### src/rtl/isa.vh
// rtl/isa.vh - TileLink A/D channel opcode encodings
`ifndef ISA_VH
`define ISA_VH
`define TL_A_PUT_FULL_DATA    3'd0
`define TL_A_PUT_PARTIAL_DATA 3'd1
`define TL_A_GET              3'd4
`define TL_D_ACCESS_ACK       3'd0
`define TL_D_ACCESS_ACK_DATA  3'd1
`endif

### src/rtl/remote_mem_pkg.sv
// rtl/remote_mem_pkg.sv - shared state/kind types and byte-protocol constants for remote_mem
package remote_mem_pkg;

  typedef enum logic [2:0] {
    IDLE,
    CMD_HDR,
    CMD_ADDR,
    CMD_DATA,
    RSP_READ,
    RSP_CAP,
    ACK
  } state_t;

  typedef enum logic [1:0] {
    KIND_GET,
    KIND_PUT,
    KIND_BAD
  } kind_t;

  localparam logic [7:0] RM_OP_GET = 8'h00;
  localparam logic [7:0] RM_OP_PUT = 8'h01;
  localparam logic [7:0] RM_STS_OK = 8'h00;

  // Byte count of a beat of the given (already clamped) log2 size.
  function automatic logic [3:0] size_bytes(input logic [2:0] size);
    return 4'd1 << size;
  endfunction

endpackage

### src/rtl/remote_mem_if.sv
// rtl/remote_mem_if.sv - TileLink-style A/D channel bundle with master/slave views
interface remote_mem_if #(
  parameter int DATA_BYTES = 8,
  parameter int SOURCE_W   = 4
);
  logic                    a_valid;
  logic                    a_ready;
  logic [2:0]              a_opcode;
  logic [2:0]              a_size;
  logic [SOURCE_W-1:0]     a_source;
  logic [63:0]             a_address;
  logic [DATA_BYTES-1:0]   a_mask;
  logic [DATA_BYTES*8-1:0] a_data;

  logic                    d_valid;
  logic                    d_ready;
  logic [2:0]              d_opcode;
  logic [2:0]              d_size;
  logic [SOURCE_W-1:0]     d_source;
  logic [DATA_BYTES*8-1:0] d_data;

  modport master (
    output a_valid, a_opcode, a_size, a_source, a_address, a_mask, a_data, d_ready,
    input  a_ready, d_valid, d_opcode, d_size, d_source, d_data
  );

  modport slave (
    input  a_valid, a_opcode, a_size, a_source, a_address, a_mask, a_data, d_ready,
    output a_ready, d_valid, d_opcode, d_size, d_source, d_data
  );
endinterface

### src/rtl/remote_mem_ser.sv
// rtl/remote_mem_ser.sv - LSB-first byte serialiser feeding the command FIFO
module remote_mem_ser (
  input  logic        clk,
  input  logic        rst,
  input  logic        load,
  input  logic [63:0] vec,
  input  logic [3:0]  cnt,
  input  logic        full,
  output logic        wr_en,
  output logic [7:0]  din,
  output logic        busy
);
  logic [63:0] shreg;
  logic [3:0]  left;

  assign busy  = (left != 4'd0);
  assign wr_en = busy && !full;
  assign din   = wr_en ? shreg[7:0] : 8'h00;

  // Load a fresh vector, or retire one byte each cycle the FIFO accepts it.
  always_ff @(posedge clk or posedge rst) begin
    if (rst) begin
      shreg <= '0;
      left  <= '0;
    end else if (load) begin
      shreg <= vec;
      left  <= cnt;
    end else if (wr_en) begin
      shreg <= {8'h00, shreg[63:8]};
      left  <= left - 4'd1;
    end
  end
endmodule

### src/rtl/remote_mem.sv
// rtl/remote_mem.sv - TileLink slave forwarding Get/Put over byte FIFOs; Put forwarding under REMOTE_MEM_PUT_EN
`include "isa.vh"
module remote_mem #(
  parameter int ADDR_BYTES = 8,
  parameter int DATA_BYTES = 8,
  parameter int SOURCE_W   = 4
) (
  input  logic        clk,
  input  logic        rst,
  remote_mem_if.slave bus,
  input  logic        full,
  output logic        wr_en,
  output logic [7:0]  din,
  input  logic        empty,
  output logic        rd_en,
  input  logic [7:0]  dout
);
  import remote_mem_pkg::*;

  localparam int         DW       = DATA_BYTES * 8;
  localparam logic [2:0] MAX_SIZE = 3'($clog2(DATA_BYTES));

  state_t              state, state_nx;
  kind_t               kind_q, req_kind;
  logic [2:0]          eff_size, size_q, opc_q, k_q;
  logic [63:0]         addr_q;
  logic [SOURCE_W-1:0] src_q;
  logic [3:0]          need_q;
  logic [DW-1:0]       rdata_q;
  logic                accept, ser_load, ser_busy;
  logic [63:0]         ser_vec;
  logic [3:0]          ser_cnt;
  logic [7:0]          hdr_op;
`ifdef REMOTE_MEM_PUT_EN
  logic [DW-1:0]       wdata_q;
  wire unused_ok = &{1'b0, bus.a_mask};
`else
  wire unused_ok = &{1'b0, bus.a_mask, bus.a_data};
`endif

  assign accept         = (state == IDLE) && bus.a_valid;
  assign eff_size       = (bus.a_size > MAX_SIZE) ? MAX_SIZE : bus.a_size;
  assign hdr_op         = (req_kind == KIND_PUT) ? RM_OP_PUT : RM_OP_GET;
  assign bus.a_ready    = (state == IDLE);
  assign bus.d_valid    = (state == ACK);
  assign bus.d_opcode   = opc_q;
  assign bus.d_size     = size_q;
  assign bus.d_source   = src_q;
  assign bus.d_data     = rdata_q;

  // Classify the incoming A opcode; Put is only forwarded when the Put path is built in.
  always_comb begin
    req_kind = KIND_BAD;
    if (bus.a_opcode == `TL_A_GET) req_kind = KIND_GET;
`ifdef REMOTE_MEM_PUT_EN
    else if (bus.a_opcode == `TL_A_PUT_FULL_DATA || bus.a_opcode == `TL_A_PUT_PARTIAL_DATA)
      req_kind = KIND_PUT;
`endif
  end

  remote_mem_ser u_ser (
    .clk   (clk),
    .rst   (rst),
    .load  (ser_load),
    .vec   (ser_vec),
    .cnt   (ser_cnt),
    .full  (full),
    .wr_en (wr_en),
    .din   (din),
    .busy  (ser_busy)
  );

  // State register.
  always_ff @(posedge clk or posedge rst) begin
    if (rst) state <= IDLE;
    else     state <= state_nx;
  end

  // Next state, serialiser loads for each frame section, and response pops.
  always_comb begin
    state_nx = state;
    ser_load = 1'b0;
    ser_vec  = '0;
    ser_cnt  = '0;
    rd_en    = 1'b0;
    case (state)
      IDLE: if (bus.a_valid) begin
        if (req_kind == KIND_BAD) state_nx = ACK;
        else begin
          ser_load = 1'b1;
          ser_vec  = {48'h0, 5'h0, eff_size, hdr_op};
          ser_cnt  = 4'd2;
          state_nx = CMD_HDR;
        end
      end
      CMD_HDR: if (!ser_busy) begin
        ser_load = 1'b1;
        ser_vec  = addr_q;
        ser_cnt  = 4'(ADDR_BYTES);
        state_nx = CMD_ADDR;
      end
      CMD_ADDR: if (!ser_busy) begin
`ifdef REMOTE_MEM_PUT_EN
        if (kind_q == KIND_PUT) begin
          ser_load = 1'b1;
          ser_vec  = 64'(wdata_q);
          ser_cnt  = size_bytes(size_q);
          state_nx = CMD_DATA;
        end else
`endif
        state_nx = RSP_READ;
      end
`ifdef REMOTE_MEM_PUT_EN
      CMD_DATA: if (!ser_busy) state_nx = RSP_READ;
`endif
      RSP_READ: if (!empty) begin
        rd_en    = 1'b1;
        state_nx = RSP_CAP;
      end
      RSP_CAP:  state_nx = (({1'b0, k_q} + 4'd1) >= need_q) ? ACK : RSP_READ;
      ACK:      if (bus.d_ready) state_nx = IDLE;
      default:  state_nx = IDLE;
    endcase
  end

  // Latch the request on acceptance and gather response bytes into the D beat.
  always_ff @(posedge clk or posedge rst) begin
    if (rst) begin
      kind_q  <= KIND_BAD;
      size_q  <= '0;
      opc_q   <= '0;
      addr_q  <= '0;
      src_q   <= '0;
      need_q  <= '0;
      k_q     <= '0;
      rdata_q <= '0;
`ifdef REMOTE_MEM_PUT_EN
      wdata_q <= '0;
`endif
    end else begin
      if (accept) begin
        kind_q  <= req_kind;
        size_q  <= eff_size;
        opc_q   <= (req_kind == KIND_GET) ? `TL_D_ACCESS_ACK_DATA : `TL_D_ACCESS_ACK;
        addr_q  <= bus.a_address;
        src_q   <= bus.a_source;
        need_q  <= (req_kind == KIND_GET) ? size_bytes(eff_size) : 4'd1;
        k_q     <= '0;
        rdata_q <= '0;
`ifdef REMOTE_MEM_PUT_EN
        wdata_q <= bus.a_data;
`endif
      end
      if (state == RSP_CAP) begin
        k_q <= k_q + 3'd1;
        if (kind_q == KIND_GET) begin
          for (int i = 0; i < DATA_BYTES; i++)
            if (k_q == 3'(i)) rdata_q[i*8 +: 8] <= dout;
        end
      end
    end
  end
endmodule

### src/flat_wrapper.sv
// flat-port wrapper written by rule: the top's interface ports become plain ports
module remote_mem_flat import remote_mem_pkg::*;
#(
  parameter int ADDR_BYTES = 8,
  parameter int DATA_BYTES = 8,
  parameter int SOURCE_W   = 4
)
  (clk, rst, full, wr_en, din, empty, rd_en, dout, bus_a_valid, bus_a_opcode, bus_a_size, bus_a_source, bus_a_address, bus_a_mask, bus_a_data, bus_d_ready, bus_a_ready, bus_d_valid, bus_d_opcode, bus_d_size, bus_d_source, bus_d_data);
  remote_mem_if #(.DATA_BYTES(DATA_BYTES), .SOURCE_W(SOURCE_W)) bus_i ();
  input  logic clk;
  input  logic rst;
  input  logic full;
  output logic wr_en;
  output logic [7:0] din;
  input  logic empty;
  output logic rd_en;
  input  logic [7:0] dout;
  input wire logic [$bits(bus_i.a_valid)-1:0] bus_a_valid;
  input wire logic [$bits(bus_i.a_opcode)-1:0] bus_a_opcode;
  input wire logic [$bits(bus_i.a_size)-1:0] bus_a_size;
  input wire logic [$bits(bus_i.a_source)-1:0] bus_a_source;
  input wire logic [$bits(bus_i.a_address)-1:0] bus_a_address;
  input wire logic [$bits(bus_i.a_mask)-1:0] bus_a_mask;
  input wire logic [$bits(bus_i.a_data)-1:0] bus_a_data;
  input wire logic [$bits(bus_i.d_ready)-1:0] bus_d_ready;
  output wire logic [$bits(bus_i.a_ready)-1:0] bus_a_ready;
  output wire logic [$bits(bus_i.d_valid)-1:0] bus_d_valid;
  output wire logic [$bits(bus_i.d_opcode)-1:0] bus_d_opcode;
  output wire logic [$bits(bus_i.d_size)-1:0] bus_d_size;
  output wire logic [$bits(bus_i.d_source)-1:0] bus_d_source;
  output wire logic [$bits(bus_i.d_data)-1:0] bus_d_data;
  assign bus_i.a_valid = bus_a_valid;
  assign bus_i.a_opcode = bus_a_opcode;
  assign bus_i.a_size = bus_a_size;
  assign bus_i.a_source = bus_a_source;
  assign bus_i.a_address = bus_a_address;
  assign bus_i.a_mask = bus_a_mask;
  assign bus_i.a_data = bus_a_data;
  assign bus_i.d_ready = bus_d_ready;
  assign bus_a_ready = bus_i.a_ready;
  assign bus_d_valid = bus_i.d_valid;
  assign bus_d_opcode = bus_i.d_opcode;
  assign bus_d_size = bus_i.d_size;
  assign bus_d_source = bus_i.d_source;
  assign bus_d_data = bus_i.d_data;
  remote_mem #(.ADDR_BYTES(ADDR_BYTES), .DATA_BYTES(DATA_BYTES), .SOURCE_W(SOURCE_W)) u_core (.clk(clk), .rst(rst), .bus(bus_i), .full(full), .wr_en(wr_en), .din(din), .empty(empty), .rd_en(rd_en), .dout(dout));
endmodule
### config.mk
export PLATFORM = sky130hd
export DESIGN_NAME = remote_mem_flat
export DESIGN_NICKNAME = d
export VERILOG_FILES = /design/src/rtl/remote_mem_pkg.sv /design/src/rtl/remote_mem_if.sv /design/src/rtl/remote_mem_ser.sv /design/src/rtl/remote_mem.sv /design/src/flat_wrapper.sv
export VERILOG_INCLUDE_DIRS = /design/src /design/src/rtl
export SDC_FILE = /design/constraint.sdc
export NUM_CORES = 1
export LEC_CHECK = 0
export BUFFER_PORTS_ARGS = -buffer_cell sky130_fd_sc_hd__buf_4
export CAP_MARGIN = 30
export CORE_MARGIN = 1
export CORE_UTILIZATION = 53
export CTS_CLUSTER_SIZE = 12
export DETAILED_ROUTE_END_ITERATION = 16
export GPL_ROUTABILITY_DRIVEN = 0
export PLACE_DENSITY = 0.79
export SLEW_MARGIN = 20
export SYNTH_ARGS = -nofsm -noshare
export SYNTH_HDL_FRONTEND = slang
export SYNTH_SLANG_ARGS = --single-unit
### constraint.sdc
create_clock -name clk -period 7.1 [get_ports clk]
set_input_delay 0 -clock clk [delete_from_list [all_inputs] [get_ports clk]]
set_output_delay 0 -clock clk [all_outputs]
set_load 0.005 [all_outputs]
### Yosys cells after proc, flatten, opt, wreduce, memory -nomap -nowiden

Cells that the tools add are included.

* memories: 0
* register bits after elaboration: 218
* bits in read-only memories: 0
* bits of input ports: 160
* logic and storage cells: 93
* memory bits (writable): 0
* output and inout bits: 86
* bits in latches: 0

* div/mod/pow operators: 0
* bitwise logic cells: 0
* multipliers: 0
* shift-type cells: 1
* reductions and logical operators: 11
* $add $sub $neg: 3
* equality and inequality tests: 20
* order comparisons: 2
* muxes and demuxes: 45

Operator list (number)
* $mux W64: 7
* $pmux W64 S2: 1
* $mux W8: 9
* $mux W3: 9
* $eq A3 B3 Y1 const B: 8
* $mux W4: 5
* $pmux W3 S6: 1
* $mux W11: 1
* $ne A2 B2 Y1 const B: 5
* $eq A3 B2 Y1 const B: 3
* $pmux W4 S2: 1
* $mux W1: 7
* $eq A3 B1 Y1 const B: 2
* $logic_not A3 Y1: 2
* $mux W2: 3
* $reduce_and A5 Y1: 1
* $add A3 B1 Y4 const B: 1
* $ge A4 B4 Y1: 1
* $logic_not A2 Y1: 2
* $reduce_bool A2 Y1: 2
* $reduce_bool A4 Y1: 1
* $shl A1 B3 Y4 const A: 1
* $sub A4 B1 Y4 const B: 1
* $add A3 B1 Y3 const B: 1
* 6 further kinds: 7

### Logic depth before layout (Yosys ltp)

* word-level depth: 8
* mapped depth: 9
* depth with buffers taken out: 8

### By module

Synthesis repeated with hierarchy kept, for this count alone.

* cell total of the unflattened synthesis: 1091
* area total of the unflattened synthesis: 9870.7 µm²

Modules (own cells, without submodules)
* remote_mem: area an instance 6472.5 µm², cells each 717, sequential area each 3679.8 µm², times used 1
* remote_mem_ser: area an instance 3398.3 µm², cells each 374, sequential area each 1701.6 µm², times used 1

### Least setup slack after synthesis

OpenSTA, ideal clock, no wires.

* kind: register to register
* start: register u_core.u_ser.left[0]
* end: register u_core.u_ser.shreg[10]
* data required time: 7.027 ns
* path buffers: 2
* stages on the path, launching flop included: 9
* arrival time: 1.861 ns
* period minus slack after synthesis: 1.934 ns
* slack: 5.166 ns
* cells stage by stage: dfrtp_1 -> inv_1 -> ha_1 -> or3b_1 -> nor2_1 -> buf_4 -> clkbuf_1 -> nand2_1 -> a2bb2oi_2

* word-level cells in the longest chain between the ends: 4
* elaborated cells on any way between the ends: 8
* those cells by class: mux (5); reduce/logical (3)

RTL lines
* from (decl): RTL line remote_mem_ser.sv:14 `logic [3:0] left;`
* from (signal assigned): RTL line remote_mem_ser.sv:27 `left <= cnt;`
* from (signal assigned): RTL line remote_mem_ser.sv:30 `left <= left - 4'd1;`
* $reduce_bool A4 Y1 (*): RTL line remote_mem_ser.sv:16 `assign busy = (left != 4'd0);`
* $mux W64 or $mux W1 (tied branches): RTL line remote_mem.sv:96 `CMD_HDR: if (!ser_busy) begin`
* $pmux W64 S2 or $pmux W1 S2 (tied branches): RTL line remote_mem.sv:86 `case (state)`
* $mux W64 or $reduce_bool A2 Y1 (tied branches)
* to (signal assigned): RTL line remote_mem_ser.sv:26 `shreg <= vec;`
* to (signal assigned): RTL line remote_mem_ser.sv:29 `shreg <= {8'h00, shreg[63:8]};`
* to (decl): RTL line remote_mem_ser.sv:13 `logic [63:0] shreg;`

Every way passes the cells marked *; elsewhere a longest branch is shown, timed or not.
A chain may end at the register's enable or synchronous reset.

### Worst setup path after layout

* start: register u_core.state[1]
* end: register u_core.need_q[1]

* word-level cells in the longest chain between the ends: 2

RTL lines
* from (decl): RTL line remote_mem.sv:23 `state_t state, state_nx;`
* from (signal assigned): RTL line remote_mem.sv:76 `else state <= state_nx;`
* $logic_not A3 Y1: RTL line remote_mem.sv:41 `assign accept = (state == IDLE) && bus.a_valid;`
* $logic_and A1 B1 Y1: RTL line remote_mem.sv:41
* to (signal assigned): RTL line remote_mem.sv:147 `need_q <= (req_kind == KIND_GET) ? size_bytes(eff_size) : 4'd1;`
* to (decl): RTL line remote_mem.sv:28 `logic [3:0] need_q;`

Every way passes these cells.

==> results.sh <==
export IMPL_run_status="finished, final reports clean"
export IMPL_crit_required_ns=7.45
export IMPL_avgRoutedWirePerCell_um=16.7
export IMPL_first_global_vias=7764
export IMPL_route_detailed_drc=0
export IMPL_timing_final_max_slew_violations=0
export IMPL_tritoncts="yes"
export IMPL_cap_viol_max_count=0
export IMPL_tightestPinTransition_ns=0.900
export IMPL_htree_levels=1
export IMPL_num_io_pins=246
export IMPL_clock_buffers_created_by_tritoncts=23
export IMPL_clock_fmax_mhz=303
export IMPL_layout_common_cells="sky130_fd_sc_hd__nand2_1, sky130_fd_sc_hd__dfrtp_1, sky130_fd_sc_hd__buf_4, sky130_fd_sc_hd__o21ai_0, sky130_fd_sc_hd__dlygate4sd3_1"
export IMPL_synth_avg_cell_area_um2=9.68
export IMPL_initialDrtViolationCount=493
export IMPL_syn_instance_count=983
export IMPL_drt_antenna_violating_nets=0
export IMPL_cts_root_to_sink_buffers=3
export IMPL_critical_path_max_fanout=72
export IMPL_coreArea_um2=17400
export IMPL_vias_per_cell=5.49
export IMPL_setup_tns_ns=0
export IMPL_end_kind="flip-flop"
export IMPL_clk_lat_worst_skew_ns=0.50
export IMPL_synth_area_um2=9510
export IMPL_vdd_ir_drop_worst_v=0.000234
export IMPL_cts_resized=0
export IMPL_timing_slew_headroom_pct=39.9
export IMPL_clk_transition_reported_paths_ns=0.06
export IMPL_std_cell_rows=48
export IMPL_synth_async_reset_ratio_pct=100
export IMPL_synth_sequential_area_ratio_pct=56.6
export IMPL_layout_core_utilization_pct=71.3
export IMPL_grt_use_total_pct=26.5
export IMPL_routed_wl_mm=24.1
export IMPL_layout_min_cycle_time_ns=3.30
export IMPL_finClkSkew_ns=0.0116
export IMPL_chipHeight_um=136
export IMPL_initial_utilization_pct=54.6
export IMPL_antenna_found_initial=0
export IMPL_critical_path_arrival_ns=3.65
export IMPL_p_per_cell_area_nw_per_um2=342
export IMPL_place_port_buffers=171
export IMPL_synthToLayoutAreaGrowth_pct=30.5
export IMPL_ys_dominant_reg_cell="sky130_fd_sc_hd__dfrtp_1"
export IMPL_num_antenna_cells=0
export IMPL_floorplan_die_area_um2=18500
export IMPL_worstHoldPathType="in -> async"
export IMPL_most_common_library_cell_in_the_layout_ignoring_fill_and_taps="sky130_fd_sc_hd__nand2_1"
export IMPL_ys_types=50
export IMPL_clock_root_buffer="sky130_fd_sc_hd__clkbuf_16"
export IMPL_tritoncts_num_sinks=215
export IMPL_power_static_leakage_uw=0.00593
export IMPL_via_count=7935
export IMPL_timing_final_crit_share_pct=46.5
export IMPL_post_synthesis_sequential_element_count=215
export IMPL_place_hpwl_mm=13.8
export IMPL_yosysWarnings=0
export IMPL_path_class="reg -> reg"
export IMPL_num_fill_cells=1230
export IMPL_grt_first_pass_wirelength_mm=38.9
export IMPL_final_global_route_overflow_total=0
export IMPL_dr_pass1_iters=5
export IMPL_drive_above_1_share_pct=22.1
export IMPL_dieWidth_um=136
export IMPL_crit_path_start_kind="flip-flop"
export IMPL_setup_viol_count_final=0
export IMPL_grt_setup_unrepaired="no"
export IMPL_grt_start_max_net_pins=141
export IMPL_final_hold_worst_slack_ns=0.0402
export IMPL_hold_violations=0
export IMPL_synth_edf_count=0
export IMPL_num_nets_final=1381
final timing paths:
check | from | to | slack [ns] | cells past startpoint
worst max-delay path | u_core.state[1]$_DFFE_PP0P_ | u_core.need_q[1]$_DFFE_PP0P_ | 3.80 | 6
worst min-delay path | rst | u_core.addr_q[62]$_DFFE_PP0P_ | 0.04 | 3
worst max register to register | u_core.state[1]$_DFFE_PP0P_ | u_core.need_q[1]$_DFFE_PP0P_ | 3.80 | 6
worst min register to register | u_core.addr_q[4]$_DFFE_PP0P_ | u_core.addr_q[4]$_DFFE_PP0P_ | 0.47 | 2
max in group asynchronous | rst | u_core.addr_q[39]$_DFFE_PP0P_ | 5.65 | 6
min in group clk | bus_a_valid | u_core.state[2]$_DFFE_PP0P_ | 0.07 | 4
critical path: stages, from the launching register on:
cell and delay (ns):
sky130_fd_sc_hd__dfrtp_1 0.61, sky130_fd_sc_hd__or4b_4 0.72, sky130_fd_sc_hd__buf_4 0.74, sky130_fd_sc_hd__nor2_1 0.21, sky130_fd_sc_hd__nand3_1 0.15, sky130_fd_sc_hd__dlygate4sd3_1 0.56
sky130_fd_sc_hd__o21ai_0 0.09
logic make-up (layout without fill, tap and decap cells):
logic type / Yosys count / after routing / synth area share (%)
other cells: 1 / 2 / 0.0394
flops: 215 / 215 / 56.6
xor+xnor: 2 / 2 / 0.184
simple gates: 474 / 474 / 21.1
compound gates: 196 / 196 / 16.1
fa+ha+maj: 12 / 12 / 1.58
buf+inv: 83 / 319 / 4.45
sequential cells by signal, summed over array words and instances, names as in the netlist:
name and count:
u_core.k_q 3, u_core.bus.d_opcode 1, u_core.addr_q 64, u_core.need_q 4, u_core.state 3, u_core.bus.d_size 3
u_core.kind_q 1, u_core.bus.d_data 64, u_core.u_ser.shreg 64, u_core.u_ser.left 4, u_core.bus.d_source 4
Yosys cell counts (6+ instances only):
cell	number	area share, %
sky130_fd_sc_hd__dfrtp_1	214	56
sky130_fd_sc_hd__nand3_1	18	0.95
sky130_fd_sc_hd__nor3_1	6	0.32
sky130_fd_sc_hd__buf_2	8	0.42
sky130_fd_sc_hd__a2bb2oi_1	19	1.7
sky130_fd_sc_hd__o21ai_1	12	0.63
sky130_fd_sc_hd__clkbuf_2	8	0.42
sky130_fd_sc_hd__nor4b_2	6	0.95
sky130_fd_sc_hd__and2_1	9	0.59
sky130_fd_sc_hd__inv_1	12	0.47
sky130_fd_sc_hd__o21ai_0	97	5.1
sky130_fd_sc_hd__clkbuf_1	44	1.7
sky130_fd_sc_hd__ha_1	12	1.6
sky130_fd_sc_hd__a2bb2oi_2	38	6.0
sky130_fd_sc_hd__nor2_1	10	0.39
sky130_fd_sc_hd__nand2_1	400	16
sky130_fd_sc_hd__a22o_1	9	0.83
per-stage QoR:
step	instances	worst slack [ns]	area, µm²	power [µW]
3_3_place_gp	1314	3.97	10800	3040
4_1_cts	1442	3.86	12300	4240
3_5_place_dp	1318	3.94	10800	3100
6_report	1445	3.80	12400	4250
5_1_grt	1445	3.55	12400	4510
2_1_floorplan	984	1.22	9520	2730
power by group:
| part | total [µW] | switching, µW | internal (µW) |
|---|---|---|---|
| registers | 1930 | 293 | 1640 |
| logic | 1230 | 617 | 616 |
| clock network | 1080 | 453 | 630 |
| total | 4250 | 1360 | 2880 |
timing repair:
| item | CTS | global route |
|---|---|---|
| hold buffers | 88 | 0 |
| endpoints found under the setup margin | 0 | 0 |
| endpoints found under the hold margin | 281 | 0 |
| buffers inserted | 0 | 0 |
per-layer routing:
metal / track usage, % / up-vias / share of wire, %
li1: - / 3712 / -
met1: 35.9 / 3895 / 42
met2: 44.4 / 277 / 50
met3: 3.62 / 51 / 5.7
met4: 8.21 / 0 / 2.2
met5: 0 / - / 0
layout make-up:
cell class,instances,area (µm²),area share (%)
inverters,12,52.6,0.423
multi-input cells,686,3750,30.2
well taps,225,282,2.27
flip-flops and latches,215,5380,43.3
repair buffers,271,2290,18.4
clock buffers,32,649,5.23
clock inverters,4,20.0,0.161
(Power assumes the default switching activity.)
